<file path="config.mk">
export PLATFORM = sky130hd
export DESIGN_NAME = imem_loader_flat
export DESIGN_NICKNAME = d
export VERILOG_FILES = /design/src/rtl/imem_loader_pkg.sv /design/src/rtl/imem_loader_if.sv /design/src/rtl/imem_loader_byte_to_word.sv /design/src/rtl/imem_loader.sv /design/src/flat_wrapper.sv
export SDC_FILE = /design/constraint.sdc
export NUM_CORES = 1
export LEC_CHECK = 0
export CAP_MARGIN = 15
export CORE_ASPECT_RATIO = 0.6
export CORE_MARGIN = 1
export CORE_UTILIZATION = 53
export CTS_CLUSTER_DIAMETER = 80
export DETAILED_ROUTE_END_ITERATION = 10
export PLACE_DENSITY = 0.8
export SLEW_MARGIN = 20
export SYNTH_ARGS = -nofsm -noshare
export SYNTH_HDL_FRONTEND = slang
export SYNTH_SLANG_ARGS = --single-unit
</file>
<file path="constraint.sdc">
create_clock -name clk -period 3.1 [get_ports clk]
set_clock_uncertainty 0.15 [all_clocks]
set_input_delay 0.93 -clock clk [delete_from_list [all_inputs] [get_ports clk]]
set_output_delay 0.93 -clock clk [all_outputs]
set_load 0.05 [all_outputs]
</file>
<file path="src/rtl/imem_loader_pkg.sv">
// Shared types and constants for the instruction-memory byte loader.
package loader_pkg;

  // Loader sequencing states.
  typedef enum logic [2:0] {
    IDLE,
    LEN_LO,
    LEN_HI,
    BYTES,
    WRITE,
    DONE
  } state_t;

  localparam int BYTES_PER_WORD = 4;
  localparam int HDR_BYTES      = 2;

endpackage

</file>
<file path="src/rtl/imem_loader_if.sv">
// Byte stream in + instruction-memory write port out.
// The slave modport is the loader side, the master modport is the host/memory side.
interface imem_loader_if #(
  parameter int ADDR_W = 32
);
  logic [7:0]        s_data;
  logic              s_valid;
  logic              s_ready;
  logic              imem_we;
  logic [ADDR_W-1:0] imem_waddr;
  logic [31:0]       imem_wdata;

  modport slave  (input  s_data, s_valid,
                  output s_ready, imem_we, imem_waddr, imem_wdata);
  modport master (output s_data, s_valid,
                  input  s_ready, imem_we, imem_waddr, imem_wdata);
endinterface

</file>
<file path="src/rtl/imem_loader_byte_to_word.sv">
// Little-endian byte-to-word assembler. o_word_next is the word including the
// byte presented this cycle, so the caller can capture a completed word on the
// same edge that accepts its last byte.
module byte_to_word
  import loader_pkg::*;
(
  input  logic                        clk,
  input  logic                        rst_n,
  input  logic                        i_clr,
  input  logic                        i_en,
  input  logic [7:0]                  i_byte,
  output logic [8*BYTES_PER_WORD-1:0] o_word_next,
  output logic                        o_word_valid
);
  localparam int IDX_W = $clog2(BYTES_PER_WORD);

  logic [IDX_W-1:0]            r_idx;
  logic [8*BYTES_PER_WORD-1:0] r_word;

  // Insert the incoming byte at the current lane.
  always_comb begin
    o_word_next = r_word;
    o_word_next[8*r_idx +: 8] = i_byte;
  end

  assign o_word_valid = i_en && (r_idx == IDX_W'(BYTES_PER_WORD - 1));

  // Byte lane index and partial word; the index wraps after the last lane.
  always_ff @(posedge clk or negedge rst_n) begin
    if (!rst_n) begin
      r_idx  <= '0;
      r_word <= '0;
    end else if (i_clr) begin
      r_idx  <= '0;
      r_word <= '0;
    end else if (i_en) begin
      r_word <= o_word_next;
      r_idx  <= r_idx + IDX_W'(1);
    end
  end
endmodule

</file>
<file path="src/rtl/imem_loader.sv">
// Program loader: parses a 16-bit little-endian word count, then writes that
// many little-endian 32-bit words to instruction memory from address 0.
//
// state  | meaning
// IDLE   | waiting for load_req
// LEN_LO | accepting word-count low byte
// LEN_HI | accepting word-count high byte, validating count
// BYTES  | accepting the 4 bytes of one instruction
// WRITE  | one-cycle memory write of the assembled word
// DONE   | finished (done or err held) until load_req/abort
module imem_loader
  import loader_pkg::*;
#(
  parameter int DEPTH  = 1024,
  parameter int ADDR_W = 32,
  parameter int CNT_W  = 16
) (
  input  logic             clk,
  input  logic             rst_n,
  input  logic             load_req,
  input  logic             abort,
  imem_loader_if.slave     bus,
  output logic             busy,
  output logic             done,
  output logic             err,
  output logic [CNT_W-1:0] words_written
);
  localparam logic [CNT_W-1:0] L_DEPTH = CNT_W'(DEPTH);

  state_t            r_state, w_next;
  logic              r_s_ready, r_busy, r_we, r_done, r_err;
  logic [CNT_W-1:0]  r_count, r_words;
  logic [ADDR_W-1:0] r_waddr;
  logic [31:0]       r_wdata;
  logic              w_accept, w_start, w_set_done, w_set_err;
  logic              w_b2w_en, w_b2w_clr, w_word_valid;
  logic [31:0]       w_word_next;
  logic [CNT_W-1:0]  w_count_full;

  assign w_accept     = bus.s_valid && r_s_ready;
  assign w_start      = load_req && ((r_state == IDLE) || (r_state == DONE));
  assign w_count_full = {bus.s_data, r_count[7:0]};
  assign w_b2w_en     = w_accept && (r_state == BYTES) && !abort;
  assign w_b2w_clr    = abort || w_start;

  byte_to_word u_b2w (
    .clk          (clk),
    .rst_n        (rst_n),
    .i_clr        (w_b2w_clr),
    .i_en         (w_b2w_en),
    .i_byte       (bus.s_data),
    .o_word_next  (w_word_next),
    .o_word_valid (w_word_valid)
  );

  // State register.
  always_ff @(posedge clk or negedge rst_n) begin
    if (!rst_n) r_state <= IDLE;
    else        r_state <= w_next;
  end

  // Next-state decode; abort overrides everything.
  always_comb begin
    w_next     = r_state;
    w_set_done = 1'b0;
    w_set_err  = 1'b0;
    if (abort) begin
      w_next = IDLE;
    end else begin
      case (r_state)
        IDLE, DONE: if (load_req) w_next = LEN_LO;
        LEN_LO:     if (w_accept) w_next = LEN_HI;
        LEN_HI: begin
          if (w_accept) begin
            if (w_count_full == '0) begin
              w_next     = DONE;
              w_set_done = 1'b1;
            end else if (w_count_full > L_DEPTH) begin
              w_next    = DONE;
              w_set_err = 1'b1;
            end else begin
              w_next = BYTES;
            end
          end
        end
        BYTES: if (w_word_valid) w_next = WRITE;
        WRITE: begin
          if ((r_words + CNT_W'(1)) == r_count) begin
            w_next     = DONE;
            w_set_done = 1'b1;
          end else begin
            w_next = BYTES;
          end
        end
        default: w_next = IDLE;
      endcase
    end
  end

  // Registered strobes decoded from the upcoming state.
  always_ff @(posedge clk or negedge rst_n) begin
    if (!rst_n) begin
      r_s_ready <= 1'b0;
      r_busy    <= 1'b0;
      r_we      <= 1'b0;
    end else begin
      r_s_ready <= (w_next == LEN_LO) || (w_next == LEN_HI) || (w_next == BYTES);
      r_busy    <= (w_next == LEN_LO) || (w_next == LEN_HI) ||
                   (w_next == BYTES)  || (w_next == WRITE);
      r_we      <= (w_next == WRITE);
    end
  end

  // Count header, write address/data capture, progress and status flags.
  always_ff @(posedge clk or negedge rst_n) begin
    if (!rst_n) begin
      r_count <= '0;
      r_words <= '0;
      r_waddr <= '0;
      r_wdata <= '0;
      r_done  <= 1'b0;
      r_err   <= 1'b0;
    end else if (abort) begin
      r_done <= 1'b0;
      r_err  <= 1'b0;
    end else if (w_start) begin
      r_done  <= 1'b0;
      r_err   <= 1'b0;
      r_words <= '0;
      r_waddr <= '0;
    end else begin
      if (w_set_done) r_done <= 1'b1;
      if (w_set_err)  r_err  <= 1'b1;
      if ((r_state == LEN_LO) && w_accept) r_count[7:0]  <= bus.s_data;
      if ((r_state == LEN_HI) && w_accept) r_count[15:8] <= bus.s_data;
      if (w_word_valid) begin
        r_waddr <= ADDR_W'(r_words);
        r_wdata <= w_word_next;
      end
      if (r_state == WRITE) r_words <= r_words + CNT_W'(1);
    end
  end

  // Abort kills a write that is already on the bus this cycle.
  assign bus.imem_we    = r_we && !abort;
  assign bus.imem_waddr = r_waddr;
  assign bus.imem_wdata = r_wdata;
  assign bus.s_ready    = r_s_ready;
  assign busy           = r_busy;
  assign done           = r_done;
  assign err            = r_err;
  assign words_written  = r_words;
endmodule

</file>
<file path="src/flat_wrapper.sv">
// flat-port wrapper written by rule: the top's interface ports become plain ports
module imem_loader_flat import loader_pkg::*;
#(
  parameter int DEPTH  = 1024,
  parameter int ADDR_W = 32,
  parameter int CNT_W  = 16
)
  (clk, rst_n, load_req, abort, busy, done, err, words_written, bus_s_data, bus_s_valid, bus_s_ready, bus_imem_we, bus_imem_waddr, bus_imem_wdata);
  imem_loader_if #(.ADDR_W(ADDR_W)) bus_i ();
  input  logic clk;
  input  logic rst_n;
  input  logic load_req;
  input  logic abort;
  output logic busy;
  output logic done;
  output logic err;
  output logic [CNT_W-1:0] words_written;
  input wire logic [$bits(bus_i.s_data)-1:0] bus_s_data;
  input wire logic [$bits(bus_i.s_valid)-1:0] bus_s_valid;
  output wire logic [$bits(bus_i.s_ready)-1:0] bus_s_ready;
  output wire logic [$bits(bus_i.imem_we)-1:0] bus_imem_we;
  output wire logic [$bits(bus_i.imem_waddr)-1:0] bus_imem_waddr;
  output wire logic [$bits(bus_i.imem_wdata)-1:0] bus_imem_wdata;
  assign bus_i.s_data = bus_s_data;
  assign bus_i.s_valid = bus_s_valid;
  assign bus_s_ready = bus_i.s_ready;
  assign bus_imem_we = bus_i.imem_we;
  assign bus_imem_waddr = bus_i.imem_waddr;
  assign bus_imem_wdata = bus_i.imem_wdata;
  imem_loader #(.DEPTH(DEPTH), .ADDR_W(ADDR_W), .CNT_W(CNT_W)) u_core (.clk(clk), .rst_n(rst_n), .load_req(load_req), .abort(abort), .bus(bus_i), .busy(busy), .done(done), .err(err), .words_written(words_written));
endmodule
</file>
## Word-level counts from Yosys, hierarchy flattened

Cells that the tools add are included.

| storage, ports and cells | value |
|---|---|
| logic and storage cells | 93 |
| input port bits | 13 |
| bits in registers | 138 |
| output and inout bits | 85 |

| operators by class | value |
|---|---|
| add/subtract/negate cells | 3 |
| mux-type cells | 34 |
| bitwise gates (word level) | 2 |
| reduce and logical (&&, ||, !) cells | 27 |
| eq/ne operators | 11 |
| shifts and indexed selects | 2 |
| magnitude comparators | 1 |

Operators with widths:

| operator | count |
|---|---|
| 2-to-1 mux 32 bit | 4 |
| negator 5 -> 34 bit | 1 |
| variable shift 8 x 34 -> 32 bit (first input constant) | 1 |
| indexed part select 8 x 34 -> 32 bit | 1 |
| bitwise mux 32 bit | 1 |
| 2-to-1 mux 16 bit | 2 |
| 2-to-1 mux 3 bit | 8 |
| adder 16 x 1 -> 16 bit (second input constant) | 1 |
| equality test 16 bit | 1 |
| greater-than comparator 16 x 11 -> 1 bit (second input constant) | 1 |
| zero test 16 bit | 1 |
| 2-to-1 mux 1 bit | 15 |
| case mux 3 bit (5 select lines) | 1 |
| equality test 3 x 2 -> 1 bit (second input constant) | 4 |
| equality test 3 bit (second input constant) | 3 |
| AND reduction 3 bit | 3 |
| logical AND 1 bit | 8 |
| equality test 3 x 1 -> 1 bit (second input constant) | 2 |
| nonzero test 2 bit | 3 |
| nonzero test 3 bit | 2 |
| logical OR 1 bit | 5 |
| 2-to-1 mux 2 bit | 2 |
| AND reduction 2 bit | 2 |
| zero test 3 bit | 1 |
| other kinds (6) | 7 |

## Logic depth before layout (Yosys ltp)

Gate-level depths: netlist (run 1).

| logic depth | value |
|---|---|
| depth after elaboration | 11 |
| gate-level depth with buffers | 9 |
| mapped depth without buffers | 8 |

## Hierarchy

A second synthesis (run 1) with hierarchy kept.

| second synthesis, totals | value |
|---|---|
| cell total of the unflattened synthesis | 612 |
| area, all modules | 6,336.1 µm² |

Modules (own cells, without submodules):

| module | sequential area each (µm²) | cells an instance | area each (µm²) | times used |
|---|---|---|---|---|
| imem_loader | 2,202.1 | 386 | 4,341.7 | 1 |
| byte_to_word | 850.8 | 226 | 1,994.4 | 1 |

## Worst setup path before layout (run 1)

No wires, ideal clock.

| timing path | value |
|---|---|
| path type | input to output |
| from | in abort |
| to | out bus_imem_we |
| buffers on the path | 1 |
| stages | 2 |
| data required time | 2,020 ps |
| data arrival time | 1,781 ps |
| slack | 239 ps |
| cell sequence | buf_4 nor2b_1 |

| on the way | value |
|---|---|
| longest elaborated chain between the ends | 2 |

Ends and longest elaborated chain:

| item | line | text |
|---|---|---|
| from (decl) | flat_wrapper.sv:13 | `input logic abort;` |
| zero test 1 bit | imem_loader.sv:145 | `assign bus.imem_we = r_we && !abort;` |
| logical AND 1 bit | imem_loader.sv:145 |  |
| to (decl) | flat_wrapper.sv:21 | `output wire logic [$bits(bus_i.imem_we)-1:0] bus_imem_we;` |

Every way passes these cells.

## Worst setup path in the final report (run 1)

| timing path | value |
|---|---|
| from | reg u_core.r_words[2], in the netlist u_core.words_written[2] |
| to | out words_written[2] |

RTL lines:

| item | line | text |
|---|---|---|
| from (decl) | imem_loader.sv:32 | `logic [CNT_W-1:0] r_count, r_words;` |
| from (signal assigned) | imem_loader.sv:140 | `if (r_state == WRITE) r_words <= r_words + CNT_W'(1);` |
| to (decl) | flat_wrapper.sv:17 | `output logic [CNT_W-1:0] words_written;` |

No word-level cell between the ends.

==> results of run 1 <==
-- routing by layer --
metal / GRT usage, % / wire length [um] / up-vias / share of wire, %
li1: - / - / 2209 / -
met1: 43.0 / 7080 / 2441 / 45
met2: 44.1 / 6950 / 288 / 44
met3: 6.47 / 1520 / 27 / 9.6
met4: 13.1 / 233 / 0 / 1.5
met5: 0 / 0 / - / 0
-- stage by stage --
stage / setup WS, ns / total power [uW]
floorplan: 0.239 / 1860
global route: 0.0717 / 4070
CTS: 0.116 / 3960
finish: 0.0911 / 3950
detailed placement: 0.0374 / 1970
global placement: 0.0850 / 1960
-- synth_stat cells, types with 3 or more instances --
library cell,n
dfrtp_1,114
a31oi_1,5
mux2_2,14
ha_1,6
nor4_1,3
nor3_1,9
a21oi_1,11
nand3_1,20
nand2_1,43
a22oi_1,24
a21o_1,4
a221oi_1,25
xnor2_1,15
buf_2,11
nor2_1,89
clkbuf_1,26
xor2_1,5
inv_1,14
and2_1,5
and3_1,3
o31ai_1,3
or4_1,4
o21ai_0,27
a22o_1,16
buf_4,22
nand4_1,9
-- flip-flops by register name, summed over array words and instances (netlist names) --
| name | count |
|---|---|
| u_core.bus.imem_waddr | 16 |
| u_core.bus.imem_wdata | 32 |
| u_core.bus.s_ready | 1 |
| u_core.busy | 1 |
| u_core.done | 1 |
| u_core.err | 1 |
| u_core.r_count | 16 |
| u_core.r_state | 3 |
| u_core.r_we | 1 |
| u_core.u_b2w.r_idx | 2 |
| u_core.u_b2w.r_word | 24 |
| u_core.words_written | 16 |
-- worst max path at each step --
| stage | endpoint | slack, ns | depth (start not counted) | start |
|---|---|---|---|---|
| 6_report | words_written[2] | 0.09 | 1 | u_core.words_written[2]$_DFFE_PN0P_ |
| 5_1_grt | words_written[2] | 0.07 | 1 | u_core.words_written[2]$_DFFE_PN0P_ |
| 3_3_place_gp | u_core.r_state[1]$_DFF_PN0_ | 0.08 | 7 | bus_s_data[6] |
| 3_5_place_dp | u_core.r_state[1]$_DFF_PN0_ | 0.04 | 7 | bus_s_data[6] |
| 4_1_cts | words_written[2] | 0.12 | 1 | u_core.words_written[2]$_DFFE_PN0P_ |
| 2_1_floorplan | bus_imem_we | 0.24 | 2 | abort |
-- final cells by class --
class	instances	area, sq um	area share, %
Sequential cell	114	2850	39.3
Multi-Input combinational cell	402	2530	34.8
Timing Repair Buffer	109	1050	14.5
Clock buffer	21	470	6.47
Tap cell	135	169	2.32
Clock inverter	10	133	1.83
Inverter	15	56.3	0.775
-- power by group --
part | internal [uW] | switching, uW
Clock | 1310 | 676
Sequential | 1540 | 56.5
Combinational | 141 | 220
-- cells in the final DEF (no fill, tap or decap), drive strengths merged, types with 3 or more instances in the layout --
master         instances
a21o                   4
a21oi                 11
a221oi                25
a22o                  16
a22oi                 24
a31oi                  5
and2                   5
and3                   3
buf                   30
bufinv                 3
clkbuf                21
clkdlybuf4s50         79
clkinv                 5
clkinvlp               3
conb                  16
dfrtp                114
ha                     6
inv                   14
mux2                  15
nand2                 43
nand3                 20
nand4                 11
nor2                  90
nor3                  11
nor4                   4
o21ai                 29
o31ai                  3
or4                    5
xnor2                 15
xor2                   5
-- cells by family (layout without fill, tap and decap cells) --
logic type      Yosys count  in the layout  synth area share [%]
fa+ha+maj                 7              7                  1.49
compound gates          137            137                  17.8
flops                   114            114                  50.0
mux                      15             15                  3.02
simple gates            206            206                  17.5
other cells               1             16                0.0657
buf+inv                  75            155                  6.64
xor+xnor                 21             21                  3.46
==> impl_results.md, run 1 <==
* Status: finished, final reports clean
* # DRC at 0
* CTS Buffer Depth at 2
* YS warnings at 0
* Global Route Usage Sum at 30.0%
* Power Density at 543 nW/um^2
* Clock-pin slew on the worst setup and hold paths at 0.05 ns
* ANT nets after route at 0
* Synth area leaders: dfrtp_1 50%, nor2_1 5.9%, a221oi_1 3.8%, a22oi_1 3.2%, buf_4 2.9%
* Final instance area at 7270 sq um
* Synthesized area per cell at 9.91 sq um
* Crit Path Max Fanout at 13
* Worst-margin pin slew at 0.737 ns
* Post-Layout Cell Count at 806
* TNS Setup at 0 ns
* Flop-to-flop setup slack at 0.30 ns
* Vias in the first global route at 4683
* R2r worst-path depth at 7
* Row cnt at 28
* First-pass GRT wire length at 24.8 mm
* Placed cells at 775
* Synth Cell Area at 5710 sq um
* Diodes inserted at 0
* Critical path required time at 2.02 ns
* CTS tree: done
* Fmax at 0.332 GHz
* Worst setup EP type: output port
* Worst Path Buf+Inv at 1
* Skew-Pair Late Insertion Delay at 0.42 ns
* WHS at 0.166 ns
* Post-synth EDFFs at 0
* Initial antenna violation count at 0
* Hpwl dp at 10.4 mm
* Hold Fails Final Rpt at 0
* Worst path arrival time at 1.93 ns
* Die width at 136 um
* Setup violators final at 0
* Post-synth ARST share at 100%
* Top-level I/O count at 98
* Core Box Area at 10200 sq um
* Hold Buf Count CTS at 0
* Dominant cell type by area after synthesis: dfrtp_1
* Final #Nets at 678
* Hold crit path type: primary input to asynchronous set/reset pin
* Initial Util at 56.2%
* Setup bufs post-CTS at 0
* Fin crit period at 3.01 ns
* Clock root buffer: clkbuf_16
* Post-Syn Instances at 576
* Max-cap violations at 0
* Fraction of layout cells with a size suffix above 1 at 13.4%
* Post-CTS sizing at 0
* Post-synth top area share at 50.0%
* First-pass detailed-route iteration total at 5
* DR vias at 4965
* Count of state elements after synthesis at 114
* Maximum vdd drop at 457 uV
* Leak at 0.00318 uW
* Clk sinks at 114
* Top_reg_cell synth: dfrtp_1
* Num CTS Buffers at 17
* Worst r2r src: u_core.words_written[1]$_DFFE_PN0P_
* Sequential area share after synthesis at 50.0%
* Pin count of the biggest net entering global routing at 48
* H-tree Lvls at 4
* Port Buffers at 81
* Initial detailed-routing violation count at 603
* Final wirelength at 15.8 mm
* Gr ovfl total at 0
* Synth unique cells at 64
* Worst-path cell chain: clkdlybuf4s50_1
* Number of vias per cell at 6.16
* Die ar. at 11200 sq um
* Post-Place Cell Area at 6660 sq um
* Routability cong. at 0.931
* RSZ-0062 raised after global routing: false
* Capture point of the worst reg-to-reg path: u_core.busy$_DFF_PN0_
* Crit Path Class: flop to output port
* WL/cell at 19.6 um
* Slew HR at 50.7%
* Startpoint types: flop
* Layout Utilization at 71.5%
* Critical Path Slowest Stage Cell: clkdlybuf4s50_1
* CP peak stage delay at 0.89 ns
* CP delay by family, top: buffers and inverters
* FILL cells at 736
* Max-slew violations at 0
* Die Y-Extent at 82.4 um
* Final Cycle Share at 97.1%
* Syn-to-layout area delta at 27.3%
No activity file was read; power rests on OpenSTA's default activity.
==> inputs of run 2 (changes only) <==
- ABC_AREA: not set -> 1
- CORE_UTILIZATION: 53 -> 54
==> run 2 against run 1 <==
Compared with the run above:
- the flow now finishes with violations (DRC)
- critical path type is now primary input to output port
- sequential power rose by 6%
- clock power barely moved
- flip-flop and latch count rose by 8
==> impl_results.md, run 2 <==
* Sw frac at 25.7%
* First-pass GRT wire length at 28.7 mm
* Core Box Area at 10800 sq um
* First-pass detailed-route iteration total at 9
* Synthesized area per cell at 7.78 sq um
* Worst path arrival time at 1.79 ns
* Synth unique cells at 31
* CTS Buffer Depth at 2
* Crit Path Class: primary input to output port
* ANT nets after route at 0
* Hold Fails Final Rpt at 0
* Initial detailed-routing violation count at 711
* Fraction of layout cells with a size suffix above 1 at 8.94%
* Initial Util at 56.6%
* Clock-pin slew on the worst setup and hold paths at 0.05 ns
* Max-cap violations at 0
* Hold Buf Count CTS at 0
* Setup bufs post-CTS at 0
* DR vias at 5918
* Final #Nets at 901
* Final wirelength at 17.6 mm
* Post-Layout Cell Count at 1034
* Setup violators final at 0
* Fmax at 0.348 GHz
* Global Route Usage Sum at 32.0%
* WL/cell at 17.1 um
* CP delay by family, top: buffers and inverters
* Layout Utilization at 71.8%
* Maximum vdd drop at 479 uV
* Worst-path cell chain: clkdlybuf4s50_1 > nor2_1 > buf_4 > buf_12
* Post-synth top area share at 50.0%
* YS warnings at 0
* Critical path required time at 2.02 ns
* Count of state elements after synthesis at 122
* Top cells by count, synth: 228 x nand2_1, 122 x dfrtp_1, 103 x inv_1, 65 x o21ai_0, 60 x nand3_1
* Post-Syn Instances at 784
* CP peak stage delay at 0.51 ns
* WHS at 0.327 ns
* P_sw at 1060 uW
* Commonest non-fill, non-tap cell in the layout: nand2_1
* H-tree Lvls at 4
* Top-level I/O count at 98
* Sequential power share at 41.2%
* Synth Cell Area at 6100 sq um
* Vias in the first global route at 5473
* TNS Setup at 0 ns
* Skew-Pair Late Insertion Delay at 0.42 ns
* Row cnt at 29
* Worst-margin pin slew at 0.621 ns
* Num CTS Buffers at 17
* Power Density at 530 nW/um^2
* Die Y-Extent at 84.3 um
* Fin crit period at 2.87 ns
* Top_reg_cell synth: dfrtp_1
* Leak at 0.00360 uW
* Hold crit path type: flop to flop
* Post-synthesis adder-cell area fraction at 1.23%
* Number of vias per cell at 5.72
* Post-CTS sizing at 0
* Largest family of logic cells by synthesized area: simple AND/OR/NAND/NOR gates
* Port Buffers at 81
* CTS tree: done
* Post-synth ARST share at 100%
* Hpwl dp at 12.3 mm
* Gr ovfl total at 0
* Clock root buffer: clkbuf_16
* Simple-Gate Fraction of Synth Area at 26.2%
* Clk sinks at 122
* Crit Path Max Fanout at 2
* Int Pwr at 3050 uW
* Failing checks: DRC
* XOR/XNOR Fraction of Synth Area at 0.144%
* Dominant cell type by area after synthesis: dfrtp_1
* Initial antenna violation count at 0
* Startpoint types: primary input
* Critical Path Slowest Stage Cell: clkdlybuf4s50_1
* Diodes inserted at 0
* Worst setup EP type: output port
* Die width at 139 um
* Post-synth EDFFs at 0
* # DRC at 5
* Status: finished with violations
* Syn-to-layout area delta at 26.8%
* Die ar. at 11700 sq um
* Count leader, synth: nand2_1
* Comb pwr share at 9.8%
* Placed cells at 1002
* Worst slack at placement at 0.0439 ns
* Clk pwr share at 49.0%
* Synth area leaders: dfrtp_1 50%, nand2_1 14%, inv_1 6.3%, o21ai_0 5.3%, nand3_1 4.9%
* RSZ-0062 raised after global routing: false
* Compound-gate portion of the synthesized area at 11.7%
* Slew HR at 58.6%
* Final Cycle Share at 92.6%
* Final setup margin at 0.230 ns
* Pin count of the biggest net entering global routing at 50
* Sequential area share after synthesis at 50.0%
* Most frequent cells in the layout: 228 x nand2_1, 122 x dfrtp_1, 103 x inv_1, 79 x clkdlybuf4s50_1, 65 x o21ai_0
* Worst Path Buf+Inv at 3
* Max-slew violations at 0
* Post-synthesis mux area share at 0%
* Routability cong. at 0.945
[run 2: kinds of logic (layout without fill, tap and decap cells)]
logic type      Yosys count  in the layout
compound gates          129            129
xor+xnor                  1              1
other cells               1             16
fa+ha+maj                 6              6
flops                   122            122
buf+inv                 152            248
simple gates            373            373
[run 2: power groups by stage]
| stage | logic (uW) | registers [uW] | clock network [uW] |
|---|---|---|---|
| after detailed placement | 389 | 1720 | 0 |
| final | 403 | 1690 | 2010 |
| after floorplan | 239 | 1720 | 0 |
| after global routing | 437 | 1690 | 2100 |
| after CTS | 395 | 1690 | 2020 |
| after global placement | 378 | 1710 | 0 |
[run 2: worst paths after layout]
path,startpoint,endpoint,slack [ns],cells after the start
worst min register to register,u_core.bus.imem_wdata[10]$_DFFE_PN0P_,u_core.bus.imem_wdata[10]$_DFFE_PN0P_,0.33,2
worst min-delay path,u_core.bus.imem_wdata[10]$_DFFE_PN0P_,u_core.bus.imem_wdata[10]$_DFFE_PN0P_,0.33,2
worst max register to register,u_core.words_written[0]$_DFFE_PN0P_,u_core.busy$_DFF_PN0_,0.49,14
min in group asynchronous,rst_n,u_core.bus.imem_waddr[10]$_DFFE_PN0P_,0.38,1
worst max-delay path,abort,bus_imem_we,0.23,4
max in group asynchronous,rst_n,u_core.bus.imem_wdata[27]$_DFFE_PN0P_,1.76,2
[run 2: cell type report]
class | count | area (sq um)
flip-flops and latches | 122 | 3050
fillers | 806 | 3040
multi-input cells | 525 | 2460
repair buffers | 109 | 1050
clock buffers | 21 | 450
inverters | 107 | 402
well taps | 139 | 174
clock inverters | 11 | 145
[run 2: metal layers]
metal,routed length [um],GRT usage [%],share of wire [%],vias to the layer above
met2,7590,47.3,43,351
li1,-,-,-,2727
met1,7620,45.6,43,2793
met3,2120,9.36,12,47
met5,0,0,0,-
met4,314,9.39,1.8,0
[run 2: through the flow]
stage	power, uW	instance area [sq um]
finish	4100	7740
global route	4230	7740
CTS	4110	7740
detailed placement	2110	7140
global placement	2090	7140
floorplan	1960	6160
[run 2: worst reg2reg max path, cell delays in order, from the launching register on]
cell and delay (ns):
dfrtp_1 0.45, ha_1 0.23, nand2_1 0.15, nor2_4 0.26, nand3_1 0.15, nand2_1 0.12, nand2_1 0.11, a21oi_1 0.21
nand3_1 0.15, nor2_1 0.14, nand3_2 0.11, nand2_1 0.08, nand2_1 0.06, nand2_1 0.08, nand2_1 0.05
==> inputs of run 3 (changes only) <==
- CORE_ASPECT_RATIO: 0.6 -> 1.25
- CTS_CLUSTER_SIZE: not set -> 12
==> run 3 against run 2 <==
Compared with the run above:
- the run now ends clean
- maximum frequency down 1.9%
- sequential power hardly changed
- wire length decreased by 9.8%
- first-iteration DRC count fell by 41%
- largest power group unchanged
- combinational power is 5% lower
- largest cell class unchanged
- total power is 2.8% lower
- via count down 3.1%
==> impl_results.md, run 3 (synthesis gave the netlist of run 2 again) <==
* Fin crit period at 2.93 ns
* Syn-to-layout area delta at 25.4%
* Worst-path cell chain: clkdlybuf4s50_1 > nor2_1 > buf_12
* Critical path required time at 2.02 ns
* Status: finished, final reports clean
* Num CTS Buffers at 17
* WL/cell at 15.6 um
* Pin count of the biggest net entering global routing at 68
* Sw frac at 26.4%
* Fraction of layout cells with a size suffix above 1 at 8.56%
* Maximum vdd drop at 378 uV
* Hold Fails Final Rpt at 0
* Worst-margin pin slew at 0.679 ns
* # DRC at 0
* Top-level I/O count at 98
* Met2 GRT Util at 48.2%
* Total Power at 3990 uW
* M1 GR Usage at 33.1%
* Fmax at 0.342 GHz
* Crit Path Class: primary input to output port
* Row cnt at 43
* Worst r2r src: u_core.words_written[0]$_DFFE_PN0P_
* Die Y-Extent at 121 um
* Clk pwr share at 48.1%
* Most frequent cells in the layout: 228 x nand2_1, 122 x dfrtp_1, 103 x inv_1, 79 x clkdlybuf4s50_1, 65 x o21ai_0
* Sequential power share at 42.3%
* Global Route Usage Sum at 28.2%
* H-tree Lvls at 4
* CP peak stage delay at 0.51 ns
* Core Box Area at 11000 sq um
* Die width at 97.1 um
* CTS Buffer Depth at 2
* Hold crit path type: primary input to asynchronous set/reset pin
* Crit Path Max Fanout at 6
* DR vias at 5736
* Power Density at 521 nW/um^2
* GR Layer Usage met3 at 6.34%
* Initial Util at 55.3%
* Crit path launch: abort
* Skew-Pair Late Insertion Delay at 0.41 ns
* Final #Nets at 894
* Clock-pin slew on the worst setup and hold paths at 0.06 ns
* Final Cycle Share at 94.4%
* Worst path arrival time at 1.85 ns
* Slew HR at 54.5%
* Vias in the first global route at 5617
* WHS at 0.263 ns
* Hpwl dp at 11.1 mm
* RSZ-0062 raised after global routing: false
* Die ar. at 11700 sq um
* Max-slew violations at 0
* Critical Path Slowest Stage Cell: clkdlybuf4s50_1
* Post-Layout Cell Count at 1023
* Final wirelength at 15.9 mm
* Diodes inserted at 0
* Setup bufs post-CTS at 0
* Post-CTS sizing at 0
* Routability cong. at 0.898
* Clk sinks at 122
* Initial detailed-routing violation count at 417
* Startpoint types: primary input
* Comb pwr share at 9.6%
* Commonest non-fill, non-tap cell in the layout: nand2_1
* First-pass GRT wire length at 26.1 mm
* TNS Setup at 0 ns
* Most Crowded Layer GR: met2
* Worst slack at placement at 0.125 ns
* Worst setup EP type: output port
* Hold Buf Count CTS at 0
* Initial antenna violation count at 0
* Leak at 0.00355 uW
* CTS tree: done
* FILL cells at 888
* First-pass detailed-route iteration total at 6
* Gr ovfl total at 0
* ANT nets after route at 0
* P_sw at 1050 uW
* Setup violators final at 0
* Max-cap violations at 0
* Int Pwr at 2940 uW
* Port Buffers at 81
* Placed cells at 991
* Clock root buffer: clkbuf_16
* Number of vias per cell at 5.61
* Final setup margin at 0.173 ns
run 3: per-stage QoR:
step	util, %	cell area (sq um)
3_3_place_gp	64.1	7070
4_1_cts	69.4	7650
6_report	69.4	7650
2_1_floorplan	-	6160
3_5_place_dp	64.1	7070
5_1_grt	69.4	7650
run 3: worst max-delay path, delay by kind of cell:
kind / cells / cell delay, ns
and+or+nand+nor: 1 / 0.24
buffers and inverters: 2 / 0.68
run 3: power groups by stage:
stage / clock (uW) / combinational [uW] / sequential, uW
floorplan: 0 / 239 / 1720
global route: 2020 / 426 / 1690
detailed placement: 0 / 379 / 1710
CTS: 1930 / 381 / 1690
global placement: 0 / 367 / 1710
finish: 1920 / 384 / 1690
run 3: worst paths after layout:
kind	endpoint	slack [ns]	cells past startpoint
worst min-delay path	u_core.words_written[13]$_DFFE_PN0P_	0.26	1
worst min register to register	u_core.bus.imem_wdata[2]$_DFFE_PN0P_	0.33	2
worst max-delay path	bus_imem_we	0.17	3
min in group clk	u_core.bus.imem_wdata[2]$_DFFE_PN0P_	0.33	2
worst max register to register	u_core.busy$_DFF_PN0_	0.61	16
max in group asynchronous	u_core.r_state[1]$_DFF_PN0_	1.80	2
run 3: routing by layer:
layer,part of all wire (%),routed length [um]
met1,40,6290
met2,51,8110
met3,5.5,877
met4,4.0,637
met5,0,0
run 3: cell type report:
| cell class | count | area [sq um] | area share (%) |
|---|---|---|---|
| inverters | 107 | 402 | 5.25 |
| flip-flops and latches | 122 | 3050 | 39.9 |
| well taps | 135 | 169 | 2.21 |
| repair buffers | 102 | 988 | 12.9 |
| clock buffers | 17 | 425 | 5.56 |
| clock inverters | 15 | 153 | 2.00 |
| multi-input cells | 525 | 2460 | 32.2 |
